--- src/rtl/instr_queue.sv ---
// instr_queue: show-ahead circular FIFO buffering fetched instructions (instr, pc, predicted pc) for issue.
module instr_queue #(
  parameter int DEPTH_LOG = 4,
  parameter int SLACK = 1
) (
  input  logic        clk,
  input  logic        rst,
  input  logic        rdy,
  input  logic        flush,
  input  logic        push,
  input  logic [31:0] push_instr,
  input  logic [31:0] push_pc,
  input  logic [31:0] push_pred_pc,
  output logic        is_full,
  output logic        out_valid,
  output logic [31:0] out_instr,
  output logic [31:0] out_pc,
  output logic [31:0] out_pred_pc,
  input  logic        pop
);
  localparam int DEPTH = 1 << DEPTH_LOG;
  localparam logic [DEPTH_LOG:0] FULL = (DEPTH_LOG + 1)'(DEPTH);
  localparam logic [DEPTH_LOG:0] HIGH = (DEPTH_LOG + 1)'(DEPTH - SLACK);
  logic [95:0] mem [DEPTH];
  logic [DEPTH_LOG-1:0] head, tail;
  logic [DEPTH_LOG:0] count;
  logic push_ok, pop_ok;
  assign push_ok = push && count != FULL;
  assign pop_ok = pop && count != '0;
  assign is_full = count >= HIGH;
  assign out_valid = count != '0;
  assign {out_instr, out_pc, out_pred_pc} = out_valid ? mem[head] : 96'd0;
  always_ff @(posedge clk)
    if (rdy && !flush && push_ok) mem[tail] <= {push_instr, push_pc, push_pred_pc};
  always_ff @(posedge clk or posedge rst)
    if (rst) begin
      head <= '0;
      tail <= '0;
      count <= '0;
    end else if (rdy) begin
      if (flush) begin
        head <= '0;
        tail <= '0;
        count <= '0;
      end else begin
        tail <= tail + DEPTH_LOG'(push_ok);
        head <= head + DEPTH_LOG'(pop_ok);
        count <= count + (DEPTH_LOG + 1)'(push_ok) - (DEPTH_LOG + 1)'(pop_ok);
      end
    end
endmodule

--- config.mk ---
export PLATFORM = sky130hd
export DESIGN_NAME = instr_queue
export DESIGN_NICKNAME = d
export VERILOG_FILES = /design/src/rtl/instr_queue.sv
export SDC_FILE = /design/constraint.sdc
export NUM_CORES = 1
export LEC_CHECK = 0
export ABC_AREA = 1
export CORE_ASPECT_RATIO = 1.2
export CORE_UTILIZATION = 35
export CTS_CLUSTER_SIZE = 25
export DETAILED_ROUTE_END_ITERATION = 12
export PLACE_DENSITY = 0.54
export SETUP_SLACK_MARGIN = 0.5
export SYNTH_ARGS = -nofsm -noshare
export SYNTH_HDL_FRONTEND = slang
export SYNTH_SLANG_ARGS = --single-unit
export TNS_END_PERCENT = 1
--- constraint.sdc ---
create_clock -name clk -period 15 [get_ports clk]
set_clock_uncertainty 0.05 [all_clocks]
set_input_delay 4.5 -clock clk [delete_from_list [all_inputs] [get_ports clk]]
set_output_delay 4.5 -clock clk [all_outputs]
set_load 0.1 [all_outputs]
======== After elaboration in Yosys (flattened, before gate mapping) ========
Memories as Yosys holds them, arrays and structs flattened.
Index checks and enable logic that the tools add are counted.
operators by class
  bitwise gates (word level) .............. 0
  add/sub/neg operators ................... 4
  equality and inequality tests ........... 1
  $lt $le $gt $ge ......................... 1
  div/mod/pow operators ................... 0
  shifts and indexed selects .............. 0
  reduce and logical (&&, ||, !) cells .... 6
  multiply operators ...................... 0
  muxes and demuxes ....................... 6
operators by type and width
  kind                  count
  $mux W96              1
  $add A4 B1 Y4         2
  $mux W4               2
  $add A5 B1 Y5         1
  $ge A5 B4 Y1 const B  1
  $mux W5               1
  $ne A5 B5 Y1 const B  1
  $reduce_bool A5 Y1    1
  $sub A5 B1 Y5         1
  $logic_and A1 B1 Y1   4
  $mux W1               2
  $logic_not A1 Y1      1
word-level totals
  word-level logic and storage cells ...... 22
  ROM bits ................................ 0
  output and inout port bits .............. 98
  flip-flop bits (word level) ............. 13
  memory bits (writable) .................. 1536
  memories kept ........................... 1
  bits in latches ......................... 0
memory list
  name  words  bits a word  rd ports  clocked after memory_dff  write ports  RTL line  text
  mem   16     96           1         0                         1            24        logic [95:0] mem [DEPTH];

======== Depth between registers and ports, before layout ========
  depth in word-level cells ............... 5
  gate-level depth with buffers ........... 17
  depth with buffers taken out ............ 17

======== Worst setup path before layout ========
No wires, ideal clock.
  path kind ............................... input -> register
  from .................................... in rdy
  to ...................................... mem mem[0][0] (enable)
  required time ........................... 14.398 ns
  arrival ................................. 9.187 ns
  path buffers ............................ 0
  library setup time ...................... 0.552 ns
  stages on the path ...................... 5
  path slack .............................. 5.211 ns
  cell sequence ........................... inv_1 -> or2_2 -> nor2_1 -> nand3_1 -> nor2_1
on the way
  word-level cells in the longest chain between the ends .. 4
RTL lines
  item                              RTL line  text
  from (decl)                       8         input logic rdy,
  $logic_and A1 B1 Y1 (2 in a row)  34        if (rdy && !flush && push_ok) mem[tail] <= {push_instr, push_pc, push_pred_pc};
  $mux W1                           34
  $mux W1 (not written as such)     34
  to (decl)                         24
No other way between the ends.

======== Worst setup path in the final report ========
  from .................................... reg head[0]
  to ...................................... out out_pc[30]
on the way
  word-level cells in the longest chain between the ends .. 2
RTL lines
  item                    RTL line  text
  from (decl)             25        logic [DEPTH_LOG-1:0] head, tail;
  from (signal assigned)  47        head <= head + DEPTH_LOG'(pop_ok);
  $mem_v2 Z16 W96         -
  $mux W96                32        assign {out_instr, out_pc, out_pred_pc} = out_valid ? mem[head] : 96'd0;
  to (decl)               17        output logic [31:0] out_pc,
No other way between the ends.

==> flow_metrics.py <==
metrics = {
    "detailed_routing": {
        "wirelength_um": 182000,
        "firstDrtPassIters": 10,
        "drc": 28,
        "ant_nets": 0,
        "routed_via_density": 4.86,
        "vias": 42900,
        "drt_iter0_markers": 3740,
        "routedWlPerCell_um": 20.7,
    },
    "synth": {
        "syn-mean-instance-area_sq_um": 10.7,
        "yosysWarningCount": 0,
        "synth_nets": 6241,
        "netlist_area_sq_um": 65500,
        "syn_inst": 6125,
        "synth_mux_area_share_pct": 0,
        "synth.yosys.seq_area_share_pct": 70.9,
        "synth-simple-area-share_pct": 20.9,
        "synth_xor_xnor_area_share_pct": 0,
        "synth_compound_area_share_pct": 0.877,
        "synth_top_family_by_area": "simple AND/OR/NAND/NOR gates",
        "synthAdderAreaFrac_pct": 0.279,
        "ys_types": 22,
        "ys_ff_latch": 1549,
    },
    "sta": {
        "worst_slack_ns": 4.28,
        "fin_tns_setup_ns": 0,
        "slew_viol_final": 0,
        "worst_pin_slew_ns": 1.18,
        "hold_viol": 0,
        "finalSetupViolCount": 0,
        "period_share_pct": 71.5,
        "fmax_mhz": 93.3,
        "timing.slew.headroom_pct": 21.3,
        "rsz0062_at_grt": "false",
        "fin_crit_ns": 10.72,
    },
    "setup_path": {
        "r2r_start": "count[2]$_DFFE_PP0P_",
        "max_stage_delay_ns": 1.27,
        "critPathKind": "reg -> out",
        "cpMostUsedCell": "nand2_1",
        "cp-end-kind": "output pin",
        "worstPathRequired_ns": 10.45,
        "reg2reg_to": "mem[8][33]$_DFFE_PP_",
        "crit_chain": "inv_8, buf_4, buf_4, nand2_1, nand2_1, nand2_1, nand3_1, nand3_1, a21oi_1, clkdlybuf4s50_1",
        "worst-path-max-fanout": 140,
        "cp-start-kind": "flip-flop",
        "reg2reg_depth": 9,
        "r2r_slack_ns": 10.60,
        "worstPathArrival_ns": 6.17,
        "cp_slowest_cell": "clkdlybuf4s50_1",
    },
    "global_routing": {
        "track_usage_pct": 19.2,
        "antenna_found_initial": 32,
        "grt_pass1_wl_um": 270000,
        "first_global_vias": 41500,
        "overflow": 0,
        "grt_start_max_net_pins": 199,
    },
    "die": {
        "num_rows": 173,
        "fp.coreArea_sq_um": 186000,
        "die_w_um": 397,
        "start_util_pct": 35.3,
        "die_h_um": 476,
        "dieArea_sq_um": 189000,
        "io_pins": 200,
    },
    "clock_network": {
        "cts_hold_buf": 0,
        "cts_inserted_buffers": 158,
        "postCtsSetupBuffers": 0,
        "ctsResizeCount": 0,
        "cts-root-buf": "clkbuf_16",
        "clk-insertion-delay-late_ns": 0.80,
        "clk_pin_slew_ns": 0.06,
        "cts_tree": "done",
        "htreeDepth": 4,
        "clock_sinks": 1549,
        "cts_max_path_buffers": 3,
    },
    "place": {
        "gp_congestion": 0.725,
        "portBuffers": 199,
        "dp_hpwl_um": 87300,
        "dpl_cell_area_sq_um": 69700,
        "pre_cts_slack_ns": 5.10,
    },
    "power": {
        "powerDensity_nw_per_um2": 171,
        "swShare_pct": 37.6,
        "power_frac_clock_pct": 30.7,
        "p_seq_share_pct": 37.8,
        "power.switching_uw": 4810,
        "comb_power_share_pct": 31.5,
        "internal-power_uw": 7980,
        "peakVddDrop_mv": 0.198,
        "leakagePower_uw": 0.0298,
    },
    "worst_hold_path": {
        "worstHoldPathCells": 2,
        "worstHoldStart": "tail[2]$_DFFE_PP0P_",
        "hold_end": "tail[2]$_DFFE_PP0P_",
        "hp-class": "reg -> reg",
    },
    "finish": {
        "multi_input_area_sq_um": 14600,
        "area_growth_pct": 14.3,
        "nNetsFinal": 6344,
        "final_area_sq_um": 74800,
        "final_cell_mix": "nand2_1, edfxtp_1, nand3_1",
        "final_common_cell": "nand2_1",
        "register_area_sq_um": 46500,
        "fillCellCount": 17600,
        "drive_gt1_share_pct": 4.82,
    },
    "job": {
        "maxCapViolCount": 0,
    },
    "run_status": {
        "status": "finished, violations left",
        "violations": "DRC",
    },
}
==> power groups by stage <==
stage | logic (uW) | registers [uW] | clock network (uW)
2_1_floorplan | 2970 | 4910 | 0
3_3_place_gp | 4040 | 4930 | 0
3_5_place_dp | 4050 | 4930 | 0
4_1_cts | 4060 | 4840 | 4010
5_1_grt | 4340 | 4840 | 4160
6_report | 4020 | 4840 | 3930
==> sequential cells by signal, summed over array words and instances, names as in the netlist <==
signal	count
tail	4
mem	1536
count	5
head	4
==> metrics by stage <==
stage	hold WS, ns	total power [uW]	utilization (%)	std cells
finish	0.576	12800	40.3	8811
global placement	0.538	8970	37.6	8518
CTS	0.572	12900	40.3	8800
detailed placement	0.558	8970	37.6	8518
global route	0.596	13300	40.3	8806
floorplan	0.501	7880	-	6125
==> logic make-up (layout without fill, tap and decap cells) <==
| logic type | after synthesis | count (layout) |
|---|---|---|
| AND/OR/NAND/NOR | 3324 | 3324 |
| flip-flops | 1549 | 1549 |
| buffers and inverters | 1125 | 1350 |
| AO/OA/AOI/OAI | 113 | 113 |
| adder cells (fa/ha/maj) | 14 | 14 |
| other | 0 | 11 |
==> worst max-delay path: cells and delay by family, from the launching register on <==
family                 cells  cell delay [ns]
AO/OA/AOI/OAI              1             0.59
buffers and inverters      4             3.45
AND/OR/NAND/NOR            5             0.46
flip-flops                 1             0.65
==> per-layer routing <==
| layer | up-vias | global-route usage (%) | routed length (um) |
|---|---|---|---|
| li1 | 20300 | - | - |
| met1 | 21100 | 25.3 | 79800 |
| met2 | 1095 | 32.3 | 87800 |
| met3 | 288 | 3.28 | 10400 |
| met4 | 28 | 6.01 | 4310 |
| met5 | - | 0 | 172 |
==> synthesized netlist by cell type, drive strengths merged <==
library cell / number / area [sq um]
ha: 13 / 163
nor2: 21 / 78.8
clkbuf: 85 / 319
o22ai: 4 / 25.0
a21oi: 99 / 495
clkinv: 3 / 11.3
o21ai: 9 / 45.0
nand4: 2 / 12.5
or2: 1 / 6.26
and3: 1 / 6.26
nand2: 2329 / 8740
buf: 246 / 1280
dfrtp: 13 / 325
edfxtp: 1536 / 46100
fa: 1 / 20.0
nand3: 970 / 4850
inv: 791 / 2970
o2111ai: 1 / 8.76
==> worst max path at each step <==
| stage | start | to | slack, ns | cells after the start |
|---|---|---|---|---|
| 6_report | head[0]$_DFFE_PP0P_ | out_pc[30] | 4.28 | 10 |
| 5_1_grt | head[0]$_DFFE_PP0P_ | out_pc[30] | 4.00 | 10 |
| 4_1_cts | head[0]$_DFFE_PP0P_ | out_pc[30] | 4.21 | 10 |
| 3_5_place_dp | head[0]$_DFFE_PP0P_ | out_pc[30] | 5.10 | 10 |
| 3_3_place_gp | head[0]$_DFFE_PP0P_ | out_pc[30] | 5.10 | 10 |
| 2_1_floorplan | rdy | mem[0][0]$_DFFE_PP_ | 5.21 | 5 |
==> area by class of cell <==
type | count | share of cell area, %
diodes | 11 | 0.0368
clock buffers | 213 | 5.86
clock inverters | 69 | 0.948
inverters | 794 | 4.03
multi-input cells | 3451 | 19.5
flip-flops and latches | 1549 | 62.1
well taps | 2450 | 4.10
repair buffers | 274 | 3.46
No activity file was read; power rests on OpenSTA's default activity.
